--- src/rtl/regfile_dump_tx_if.sv ---
// rtl/regfile_dump_tx_if.sv - register-file read port, dump control and byte stream bundle
// master: the dump streamer; slave: the register file / byte sink side.
interface regfile_dump_tx_if #(
  parameter int ADDR_W = 5,
  parameter int DATA_W = 32
);
  logic              start;
  logic [ADDR_W-1:0] rd_addr;
  logic [DATA_W-1:0] rd_data;
  logic [7:0]        byte_data;
  logic              byte_valid;
  logic              byte_ready;
  logic              busy;
  logic              done;

  modport master (
    input  start, rd_data, byte_ready,
    output rd_addr, byte_data, byte_valid, busy, done
  );

  modport slave (
    output start, rd_data, byte_ready,
    input  rd_addr, byte_data, byte_valid, busy, done
  );
endinterface

--- src/rtl/regfile_dump_tx.sv ---
// rtl/regfile_dump_tx.sv - streams every GPR out as LSB-first bytes for post-mortem dumps
// Optional trailing XOR checksum byte: define REGDUMP_CHECKSUM_EN.
module regfile_dump_tx #(
  parameter int NUM_REGS = 32,
  parameter int ADDR_W   = 5,
  parameter int DATA_W   = 32
) (
  input  logic                clk,
  input  logic                rst,
  regfile_dump_tx_if.master   bus
);
  localparam int BYTES = DATA_W / 8;
  localparam int CNT_W = (BYTES > 1) ? $clog2(BYTES) : 1;

`ifdef REGDUMP_CHECKSUM_EN
  typedef enum logic [2:0] {S_IDLE, S_LOAD, S_SEND, S_CSUM, S_DONE} state_t;
`else
  typedef enum logic [2:0] {S_IDLE, S_LOAD, S_SEND, S_DONE} state_t;
`endif

  state_t            state;
  logic [ADDR_W-1:0] rd_addr;
  logic [DATA_W-1:0] shift_reg;
  logic [DATA_W-1:0] shift_next;
  logic [CNT_W-1:0]  byte_cnt;
  logic [7:0]        byte_data;
  logic              byte_valid;
  logic              busy;
  logic              done;
  logic              xfer;
  logic              last_byte;
  logic              last_reg;
`ifdef REGDUMP_CHECKSUM_EN
  logic [7:0]        csum;
`endif

  assign shift_next = shift_reg >> 8;
  assign xfer       = byte_valid & bus.byte_ready;
  assign last_byte  = (byte_cnt == CNT_W'(BYTES - 1));
  assign last_reg   = (rd_addr == ADDR_W'(NUM_REGS - 1));

  assign bus.rd_addr    = rd_addr;
  assign bus.byte_data  = byte_data;
  assign bus.byte_valid = byte_valid;
  assign bus.busy       = busy;
  assign bus.done       = done;

  always_ff @(posedge clk or posedge rst) begin
    if (rst) begin
      state      <= S_IDLE;
      rd_addr    <= '0;
      shift_reg  <= '0;
      byte_cnt   <= '0;
      byte_data  <= '0;
      byte_valid <= 1'b0;
      busy       <= 1'b0;
      done       <= 1'b0;
`ifdef REGDUMP_CHECKSUM_EN
      csum       <= '0;
`endif
    end else begin
      case (state)
        S_IDLE: begin
          // rd_addr keeps the last dumped address until a new dump begins
          if (bus.start) begin
            state   <= S_LOAD;
            rd_addr <= '0;
            busy    <= 1'b1;
`ifdef REGDUMP_CHECKSUM_EN
            csum    <= '0;
`endif
          end
        end
        S_LOAD: begin
          // The only cycle rd_data is captured; later register writes cannot tear this word
          shift_reg  <= bus.rd_data;
          byte_data  <= bus.rd_data[7:0];
          byte_valid <= 1'b1;
          byte_cnt   <= '0;
          state      <= S_SEND;
        end
        S_SEND: begin
          if (xfer) begin
            shift_reg <= shift_next;
            byte_cnt  <= byte_cnt + CNT_W'(1);
`ifdef REGDUMP_CHECKSUM_EN
            csum      <= csum ^ byte_data;
`endif
            if (last_byte) begin
              if (last_reg) begin
`ifdef REGDUMP_CHECKSUM_EN
                byte_data  <= csum ^ byte_data;
                state      <= S_CSUM;
`else
                byte_valid <= 1'b0;
                done       <= 1'b1;
                state      <= S_DONE;
`endif
              end else begin
                byte_valid <= 1'b0;
                rd_addr    <= rd_addr + ADDR_W'(1);
                state      <= S_LOAD;
              end
            end else begin
              byte_data <= shift_next[7:0];
            end
          end
        end
`ifdef REGDUMP_CHECKSUM_EN
        S_CSUM: begin
          if (xfer) begin
            byte_valid <= 1'b0;
            done       <= 1'b1;
            state      <= S_DONE;
          end
        end
`endif
        S_DONE: begin
          done  <= 1'b0;
          busy  <= 1'b0;
          state <= S_IDLE;
        end
        default: begin
          state      <= S_IDLE;
          byte_valid <= 1'b0;
          busy       <= 1'b0;
          done       <= 1'b0;
        end
      endcase
    end
  end
endmodule
--- src/flat_wrapper.sv ---
// flat-port wrapper written by rule: the top's interface ports become plain ports
module regfile_dump_tx_flat 
#(
  parameter int NUM_REGS = 32,
  parameter int ADDR_W   = 5,
  parameter int DATA_W   = 32
)
  (clk, rst, bus_start, bus_rd_data, bus_byte_ready, bus_rd_addr, bus_byte_data, bus_byte_valid, bus_busy, bus_done);
  regfile_dump_tx_if #(.ADDR_W(ADDR_W), .DATA_W(DATA_W)) bus_i ();
  input  logic clk;
  input  logic rst;
  input wire logic [$bits(bus_i.start)-1:0] bus_start;
  input wire logic [$bits(bus_i.rd_data)-1:0] bus_rd_data;
  input wire logic [$bits(bus_i.byte_ready)-1:0] bus_byte_ready;
  output wire logic [$bits(bus_i.rd_addr)-1:0] bus_rd_addr;
  output wire logic [$bits(bus_i.byte_data)-1:0] bus_byte_data;
  output wire logic [$bits(bus_i.byte_valid)-1:0] bus_byte_valid;
  output wire logic [$bits(bus_i.busy)-1:0] bus_busy;
  output wire logic [$bits(bus_i.done)-1:0] bus_done;
  assign bus_i.start = bus_start;
  assign bus_i.rd_data = bus_rd_data;
  assign bus_i.byte_ready = bus_byte_ready;
  assign bus_rd_addr = bus_i.rd_addr;
  assign bus_byte_data = bus_i.byte_data;
  assign bus_byte_valid = bus_i.byte_valid;
  assign bus_busy = bus_i.busy;
  assign bus_done = bus_i.done;
  regfile_dump_tx #(.NUM_REGS(NUM_REGS), .ADDR_W(ADDR_W), .DATA_W(DATA_W)) u_core (.clk(clk), .rst(rst), .bus(bus_i));
endmodule
--- config.mk ---
export PLATFORM = sky130hd
export DESIGN_NAME = regfile_dump_tx_flat
export DESIGN_NICKNAME = d
export VERILOG_FILES = /design/src/rtl/regfile_dump_tx_if.sv /design/src/rtl/regfile_dump_tx.sv /design/src/flat_wrapper.sv
export SDC_FILE = /design/constraint.sdc
export NUM_CORES = 1
export LEC_CHECK = 0
export BUFFER_PORTS_ARGS = -buffer_cell sky130_fd_sc_hd__buf_4
export CAP_MARGIN = 20
export CORE_ASPECT_RATIO = 1.25
export CORE_UTILIZATION = 57
export CTS_CLUSTER_DIAMETER = 120
export DETAILED_ROUTE_END_ITERATION = 10
export PLACE_DENSITY = 0.87
export SLEW_MARGIN = 20
export SYNTH_ARGS = -nofsm -noshare
export SYNTH_HDL_FRONTEND = slang
export SYNTH_SLANG_ARGS = --single-unit
--- constraint.sdc ---
create_clock -name clk -period 3.27 [get_ports clk]
set_input_delay 0.1635 -clock clk [delete_from_list [all_inputs] [get_ports clk]]
set_output_delay 0.1635 -clock clk [all_outputs]
set_load 0.01 [all_outputs]
=== Yosys cells after proc, flatten, opt, wreduce, memory -nomap -nowiden ===
Cells that the tools add are included.

* Memory bits (read-only): 0
* Bits of input ports: 36
* Output and inout port bits: 16
* Register bits: 53
* Memories kept: 0
* Bits in writable memories: 0
* Bits in latches: 0

* Mux-type cells: 26
* Div/mod/pow operators: 0
* Add/sub/neg operators: 2
* $lt $le $gt $ge: 0
* Multipliers: 0
* Shift-type cells: 0
* Reduce and logical (&&, ||, !) cells: 13
* Bitwise gates (word level): 4
* Eq/ne operators: 11

{| class="wikitable"
|+ Operators by type and width
! cell !! number
|-
| $pmux 32 s2 || 1
|-
| $mux 32 || 1
|-
| $mux 5 || 4
|-
| $mux 8 || 2
|-
| $pmux 8 s2 || 1
|-
| $pmux 5 s2 || 1
|-
| $mux 3 || 3
|-
| $pmux 3 s3 || 1
|-
| $reduce_and 3->1 || 3
|-
| $eq 3x2->1 const B || 2
|-
| $mux 1 || 6
|-
| $ne 2x1->1 const B || 3
|-
| $ne 2x2->1 const B || 3
|-
| $reduce_or 2->1 || 3
|-
| $add 5x1->5 const B || 1
|-
| $eq 5x5->1 const B || 1
|-
| $reduce_and 5->1 || 1
|-
| $mux 2 || 2
|-
| $pmux 1 s2 || 2
|-
| $pmux 2 s2 || 1
|-
| $reduce_and 2->1 || 2
|-
| $reduce_and 4->1 || 1
|-
| $reduce_bool 2->1 || 2
|-
| $eq 3x1->1 const B || 1
|-
| 6 further kinds || 8
|}

=== Depth between registers and ports, before layout ===
Gate-level depths: netlist of the first run.

* Word-level depth: 5
* Mapped depth: 9
* Mapped depth without buffers: 6

=== Least setup slack after synthesis of the first run ===
Ideal clock, no wire load.

* Path kind: reg-to-reg
* From: register u_core.rd_addr[0], in the netlist u_core.bus.rd_addr[0]
* To: register u_core.rd_addr[2], in the netlist u_core.bus.rd_addr[2]
* Arrival: 1.818 ns
* Cell stages (with the launch flop): 8
* Path buffers: 1
* Period minus slack after synthesis: 1.944 ns
* Data required time: 3.144 ns
* Path slack: 1.326 ns
* Cells stage by stage: dfrtp_1 > ha_1 > and3_1 > ha_1 > clkbuf_1 > or2b_1 > and3_2 > a221o_1

* Cells in the longest elaborated chain, start to end: 5

{| class="wikitable"
|+ Ends and longest elaborated chain
! what !! line !! source
|-
| start: declaration || regfile_dump_tx.sv:22 || <nowiki>logic [ADDR_W-1:0] rd_addr;</nowiki>
|-
| start signal: assignment || regfile_dump_tx.sv:101 || <nowiki>rd_addr <= rd_addr + ADDR_W'(1);</nowiki>
|-
| $add 5x1->5 || regfile_dump_tx.sv:101 ||
|-
| $mux 5 || regfile_dump_tx.sv:90 || <nowiki>if (last_reg) begin</nowiki>
|-
| $mux 5 || regfile_dump_tx.sv:89 || <nowiki>if (last_byte) begin</nowiki>
|-
| $mux 5 || regfile_dump_tx.sv:83 || <nowiki>if (xfer) begin</nowiki>
|-
| $pmux 5 s2 || regfile_dump_tx.sv:62 || <nowiki>case (state)</nowiki>
|}

Several ways; a longest one is shown, not always the timed one. The select of a mux whose other input is x is not followed.
A chain may end at the register's enable or synchronous reset.

=== Worst setup path after layout of the first run ===
* From: register u_core.state[0]
* To: register u_core.rd_addr[3], in the netlist u_core.bus.rd_addr[3]

* Cells in the longest elaborated chain, start to end: 3

{| class="wikitable"
|+ Ends and longest elaborated chain
! what !! line !! source
|-
| start: declaration || regfile_dump_tx.sv:21 || <nowiki>state_t state;</nowiki>
|-
| start signal: assignment || regfile_dump_tx.sv:50 || <nowiki>state <= S_IDLE;</nowiki>
|-
| start signal: assignment || regfile_dump_tx.sv:66 || <nowiki>state <= S_LOAD;</nowiki>
|-
| start signal: assignment || regfile_dump_tx.sv:80 || <nowiki>state <= S_SEND;</nowiki>
|-
| $eq 3x2->1 / $logic_not 3->1 (equally long branches) || regfile_dump_tx.sv:62 ||
|-
| $ne 2x2->1 (no source line) (tied with other cells) || -- ||
|-
| $reduce_and 5->1 (no source line) || -- ||
|}

Several ways; a longest one is shown, not always the timed one.

==> results.md, run 1 <==
* Layout cells sized above 1 at between 30% and 40%
* Worst reg2reg path depth at 6
* Combinational power share at 43.6%
* Post-synthesis sequential area ratio at 48.6%
* DR DRC count at 0
* Outcome: finished, final reports clean
* Drt wl/cell at 14.1 um
* Initial DRT Pass Iterations at 4
* Placed cells at around 290
* Total CTS buffers at 5
* Total gr overflow at 0
* Nets@finish at 282
* Pins Over Slew Limit at 0
* Kind of critical path: reg -> reg
* Peak supply drop at slightly above 0.5 mV
* Postcts setup bufs at 0
* Synth unique cells at between 40 and 50
* PnR worst setup slack at 1110 ps
* Setup TNS Final at 0 ps
* Hold Fails Final Rpt at 0
* Max reg flops at 24
* RSZ-0062 raised after global routing: no
* Max stage delay cell, worst path: buf_4
* Yosys reg bits at 44
* N_diodes at 0
* Final Setup Violations at 0
* Fmax achieved at 463 MHz
* Critical Path RT at between 3000 and 4000 ps
* Cell Int Power at approximately 1.6 mW
* Drt initial violations at between 40 and 50
* Total number of vias at 1627
* Critical path startpoint category: register
* Switching share of total power at 35.3%
* Die height at roughly 72 um
* Final WL at 4130 um
* Count of input and output buffers at 51
* Maxcap violations at 0
* Setup Slack @ Placement at 1110 ps
* Tightest Pin Transition at 872 ps
* Cells after Synth at 194
* Final Cycle Share at 66.1%
* Worst EP arrival at 2330 ps
* Crit-path max FO at 43
* Most frequent cells in the layout: buf_4 (53), dfrtp_1 (44), nand3_1 (18)
* First-pass GRT wire length at ~6800 um
* Number of enable flip-flop cells after synthesis at 0
* Clock share of power at 17.6%
* DR vias/cell at ~5.5
* CP peak stage delay at 450 ps
* Post-DP HPWL at 2990 um
* Fraction of power consumed by sequential logic at between 30% and 40%
* Syn nets at 237
* Vias in the first global route at 1541
* Initial antenna violation count at 0
* CP endpoint kind: register
* TritonCTS Sinks at 44
* Synth Cell Area at 2260 um2
* Top FF cell, synth: dfrtp_1
* Clk pin slew, worst setup/hold paths at ~80 ps
* Clock Skew at 7.05 ps
* Hold Crit Class: in -> async
* # rows at 25
* # H-tree levels at 2
* Largest net degree at the start of global routing at 45
* Post-route ant nets at 0
* Hold slack at 61.4 ps
* Deepest clock path buffer count at 2
* Initial core utilization at 59.8%
* Die X at 58.4 um
* CTS tree: done
* GPL Wtd Cong at 0.808
* Syn Area/Cell at 11.7 um2
* Synth warnings at 0
* P_sw at around 0.85 mW
* Core area at 3780 um2
* Minimum clock period at 2160 ps
* FILL cells at roughly 280
* Area growth, synth to finish at 21.4%
* Static Leak at 1.29 nW
* Worst-path cell chain: inv_1, ha_2, buf_4, nor2_1, a211o_1, a221o_1
* Skew-Pair Late Insertion Delay at 290 ps
* Relative slew slack at between 40% and 50%
* # IOs at 52
* Layout Cells excl Fill at between 200 and 300
* Root buffer cell: clkbuf_8
* Ys async rst share at 100%
* Die area at 4230 um2
* Power Dens Cells at 876 nW/um2
* Resized cells post-CTS at 0
* Most common cell after layout, fill and taps aside: buf_4
* Gr usage total at 21.2%
* Cts hold-fix bufs at 0
worst max-delay path: cells and delay by family (launching register included):
kind	cells	cell delay, ps
adder cells (fa/ha/maj)	1	200
AO/OA/AOI/OAI	2	720
flip-flops	1	420
buffers and inverters	2	580
AND/OR/NAND/NOR	1	120
synthesized netlist by cell type (all sizes together) (2+ instances only):
| library cell | number | area, um2 |
|---|---|---|
| dfrtp | 44 | 1100 |
| nand3 | 19 | 108 |
| o21ai | 19 | 106 |
| mux2 | 17 | 191 |
| mux2i | 17 | 170 |
| buf | 11 | 85.1 |
| a22o | 10 | 90.1 |
| ha | 7 | 87.6 |
| inv | 7 | 26.3 |
| nand2 | 5 | 18.8 |
| and3 | 4 | 26.3 |
| clkbuf | 4 | 18.8 |
| a2111oi | 3 | 26.3 |
| a211o | 3 | 26.3 |
| a221o | 2 | 20.0 |
| nand2b | 2 | 20.0 |
| nor2 | 2 | 7.51 |
| nor2b | 2 | 12.5 |
| nor3 | 2 | 10.0 |
| o41ai | 2 | 17.5 |
power by group through the flow:
stage	registers, mW	clock network, mW	logic (mW)
detailed placement	0.942	0	1.06
CTS	0.931	0.435	1.06
global placement	0.928	0	1.02
global route	0.957	0.451	1.17
floorplan	0.931	0	0.836
finish	0.934	0.424	1.05
final cells by class:
class	instances	area (um2)	area share, %
Clock buffer	6	82.6	3.00
Tap cell	54	67.6	2.46
Clock inverter	2	38.8	1.41
Timing Repair Buffer	53	398	14.5
Multi-Input combinational cell	128	1030	37.6
Inverter	7	26.3	0.956
Sequential cell	44	1100	40.1
worst paths after layout:
| path | slack [ps] | from | to |
|---|---|---|---|
| worst min register to register | 500 | u_core.shift_reg[28]$_DFFE_PP0P_ | u_core.shift_reg[28]$_DFFE_PP0P_ |
| worst max-delay path | 1110 | u_core.state[0]$_DFFE_PP0P_ | u_core.bus.rd_addr[3]$_DFFE_PP0P_ |
| max in group asynchronous | 2660 | rst | u_core.shift_reg[19]$_DFFE_PP0P_ |
| worst min-delay path | 60 | rst | u_core.bus.done$_DFFE_PP0P_ |
| min in group clk | 100 | bus_rd_data[30] | u_core.shift_reg[30]$_DFFE_PP0P_ |
| worst max register to register | 1110 | u_core.state[0]$_DFFE_PP0P_ | u_core.bus.rd_addr[3]$_DFFE_PP0P_ |
stage by stage:
stage / util [%] / cell area, um2 / power [mW]
finish: 72.6 / 2750 / 2.41
floorplan: - / 2260 / 1.77
global route: 72.6 / 2750 / 2.58
CTS: 72.6 / 2750 / 2.43
detailed placement: 69.4 / 2630 / 2.00
global placement: 69.4 / 2630 / 1.95
per-layer routing:
| layer | routed length (um) | part of all wire (%) | global-route usage (%) | up-vias |
|---|---|---|---|---|
| met5 | 0 | 0 | 0 | - |
| li1 | - | - | - | 808 |
| met2 | 2070 | 50 | 35.6 | 41 |
| met4 | 83 | 2.0 | 8.20 | 0 |
| met3 | 150 | 3.6 | 4.63 | 8 |
| met1 | 1830 | 44 | 26.6 | 770 |
cells by family (layout without fill, tap and decap cells):
family | Yosys count | in the layout | share of synthesized area [%]
adder cells (fa/ha/maj) | 7 | 7 | 3.87
multiplexers | 34 | 34 | 16.0
flip-flops | 44 | 44 | 48.6
AND/OR/NAND/NOR | 42 | 42 | 10.9
AO/OA/AOI/OAI | 44 | 44 | 14.4
XOR/XNOR | 1 | 1 | 0.387
buffers and inverters | 22 | 68 | 5.75
Note: power is estimated with default switching activity, not from simulation.
==> run 2, diff against run 1 <==
--- a/config.mk
+++ b/config.mk
@@ -8,10 +8,10 @@
 export BUFFER_PORTS_ARGS = -buffer_cell sky130_fd_sc_hd__buf_4
 export CAP_MARGIN = 20
 export CORE_ASPECT_RATIO = 1.25
-export CORE_UTILIZATION = 57
+export CORE_UTILIZATION = 53
 export CTS_CLUSTER_DIAMETER = 120
 export DETAILED_ROUTE_END_ITERATION = 10
-export PLACE_DENSITY = 0.87
+export PLACE_DENSITY = 0.82
 export SLEW_MARGIN = 20
 export SYNTH_ARGS = -nofsm -noshare
 export SYNTH_HDL_FRONTEND = slang
==> constraint.sdc (replaced) <==
create_clock -name clk -period 2.1 [get_ports clk]
set_input_delay 0.105 -clock clk [delete_from_list [all_inputs] [get_ports clk]]
set_output_delay 0.105 -clock clk [all_outputs]
set_load 0.01 [all_outputs]
==> results.md, run 2 (synthesized netlist as in run 1, its figures left out) <==
* CP endpoint kind: register
* N_diodes at 0 (unchanged)
* Total gr overflow at 0 (unchanged)
* GPL Wtd Cong at 0.835 (+3.3%)
* Clock Skew at 9.32 ps (+2.28 ps)
* Drt wl/cell at 15.0 um (+6.9%)
* DR vias/cell at 5.54 (+0.10%)
* Fmax achieved at 509 MHz (+9.9%)
* Relative slew slack at 40.7% (-1.0 points)
* Static Leak at 1.31 nW (+1.7%)
* Critical path startpoint category: register
* Outcome: complete, but fails checks
* Post-route ant nets at 0 (unchanged)
* Die area at 4540 um2 (+7.3%)
* Critical Path RT at 2280 ps (-1160 ps)
* Final WL at 4540 um (+9.8%)
* First-pass GRT wire length at 7160 um (+5.3%)
* CTS tree: done
* Layout Cells excl Fill at 302 (+2.7%)
* Final Setup Violations at 0 (unchanged)
* Die height at 75.1 um (+3.6%)
* Fraction of power consumed by sequential logic at 37.9% (-0.9 points)
* Clock share of power at 16.7% (-0.9 points)
* Initial core utilization at 55.2% (-4.6 points)
* Total CTS buffers at 5 (unchanged)
* Final Cycle Share at 93.6% (+28 points)
* Nets@finish at 288 (+2.1%)
* Layout cells sized above 1 at 38.2% (+1.5 points)
* Vias in the first global route at 1531 (-0.65%)
* Pins Over Slew Limit at 0 (unchanged)
* Most common cell after layout, fill and taps aside: buf_4
* Pwr Total at 3.83 mW (+59%)
* Peak supply drop at 0.673 mV (+32%)
* Hold Crit Class: in -> async
* Core area at 4100 um2 (+8.3%)
* Minimum clock period at 1970 ps (-195 ps)
* Worst EP arrival at 2150 ps (-180 ps)
* Power Dens Cells at 1380 nW/um2 (+57%)
* # rows at 26 (+4.0%)
* Multi-input combinational cell area at 1030 um2 (unchanged)
* Max reg flops at 24 (unchanged)
* Hold slack at -3.24 ps (-64.6 ps)
* Kind of critical path: reg -> reg
* # H-tree levels at 2 (unchanged)
* TritonCTS Sinks at 44 (unchanged)
* Total number of vias at 1673 (+2.8%)
* Gr usage total at 21.5% (+0.25 points)
* Count of input and output buffers at 51 (unchanged)
* Combinational power share at 45.4% (+1.8 points)
* Failing checks: negative hold slack
* Resized cells post-CTS at 0 (unchanged)
* Switching share of total power at 36.1% (+0.81 points)
* Setup TNS Final at 0 ps (unchanged)
* RSZ-0062 raised after global routing: no
* Deepest clock path buffer count at 2 (unchanged)
* FF+latch area at 1100 um2 (unchanged)
* Hold Fails Final Rpt at 3 (+3)
* Maxcap violations at 0 (unchanged)
* Skew-Pair Late Insertion Delay at 300 ps (about the same)
* Root buffer cell: clkbuf_8
* Postcts setup bufs at 0 (unchanged)
* Initial DRT Pass Iterations at 4 (unchanged)
* Post-DP HPWL at 3250 um (+8.9%)
* Most frequent cells in the layout: buf_4 (59), dfrtp_1 (44), nand3_1 (18)
* # IOs at 52 (unchanged)
* Initial antenna violation count at 0 (unchanged)
* Crit-path max FO at 13 (-70%)
* Clk pin slew, worst setup/hold paths at 80 ps (about the same)
* DR DRC count at 0 (unchanged)
* Die X at 60.5 um (+3.6%)
* Cell Int Power at 2.45 mW (+57%)
* Cts hold-fix bufs at 0 (unchanged)
* Largest net degree at the start of global routing at 45 (unchanged)
* FILL cells at 326 (+17%)
* Tightest Pin Transition at 888 ps (+15.1 ps)
* Drt initial violations at 48 (unchanged)
* P_sw at 1.38 mW (+63%)
* Placed cells at 294 (+2.8%)
* Area growth, synth to finish at 23.1%
run 2: worst max-delay path: stages, from the launching register on:
cell     delay [ps]
dfrtp_1         410
inv_1           140
ha_2            300
buf_4           210
nor2_1           70
a211o_1         350
a221o_1         370
run 2: power by group through the flow:
| stage | Clock [mW] | Sequential, mW | Combinational (mW) |
|---|---|---|---|
| after floorplan | 0 | 1.45 | 1.30 |
| final | 0.639 | 1.45 | 1.74 |
| after CTS | 0.651 | 1.45 | 1.75 |
| after global placement | 0 | 1.44 | 1.67 |
| after global routing | 0.684 | 1.49 | 1.91 |
| after detailed placement | 0 | 1.47 | 1.75 |
run 2: path summary, 6_finish.rpt:
kind / start / to / slack, ps / cells after the start
min: rst / u_core.bus.done$_DFFE_PP0P_ / -3 / 2
max: u_core.state[0]$_DFFE_PP0P_ / u_core.bus.rd_addr[3]$_DFFE_PP0P_ / 130 / 6
min in group clk: bus_rd_data[29] / u_core.shift_reg[29]$_DFFE_PP0P_ / 20 / 2
max reg2reg: u_core.state[0]$_DFFE_PP0P_ / u_core.bus.rd_addr[3]$_DFFE_PP0P_ / 130 / 6
min reg2reg: u_core.shift_reg[29]$_DFFE_PP0P_ / u_core.shift_reg[29]$_DFFE_PP0P_ / 500 / 1
max in group asynchronous: rst / u_core.shift_reg[15]$_DFFE_PP0P_ / 1540 / 2
run 2: metrics by stage:
step                utilization [%]  cell area, um2  setup WS, ps  hold WS (ps)
global placement               65.3            2680           220           328
finish                         68.0            2790           135         -3.24
floorplan                         -            2260           156           245
detailed placement             65.3            2680           175           332
global route                   68.0            2790          31.5          18.8
CTS                            68.0            2790           149          17.5
run 2: per-layer routing:
| layer | global-route usage [%] | wire length (um) |
|---|---|---|
| met1 | 28.5 | 1990 |
| met2 | 34.1 | 2290 |
| met3 | 5.50 | 178 |
| met5 | 0 | 0 |
| met4 | 7.58 | 82 |
run 2: layout make-up:
type                       count  area share (%)
clock inverter                 3            1.53
tap                           56            2.51
sequential                    44            39.5
multi-input combinational    128            37.1
clock buffer                   5            2.47
inverter                       7           0.943
timing repair buffer          59            15.9
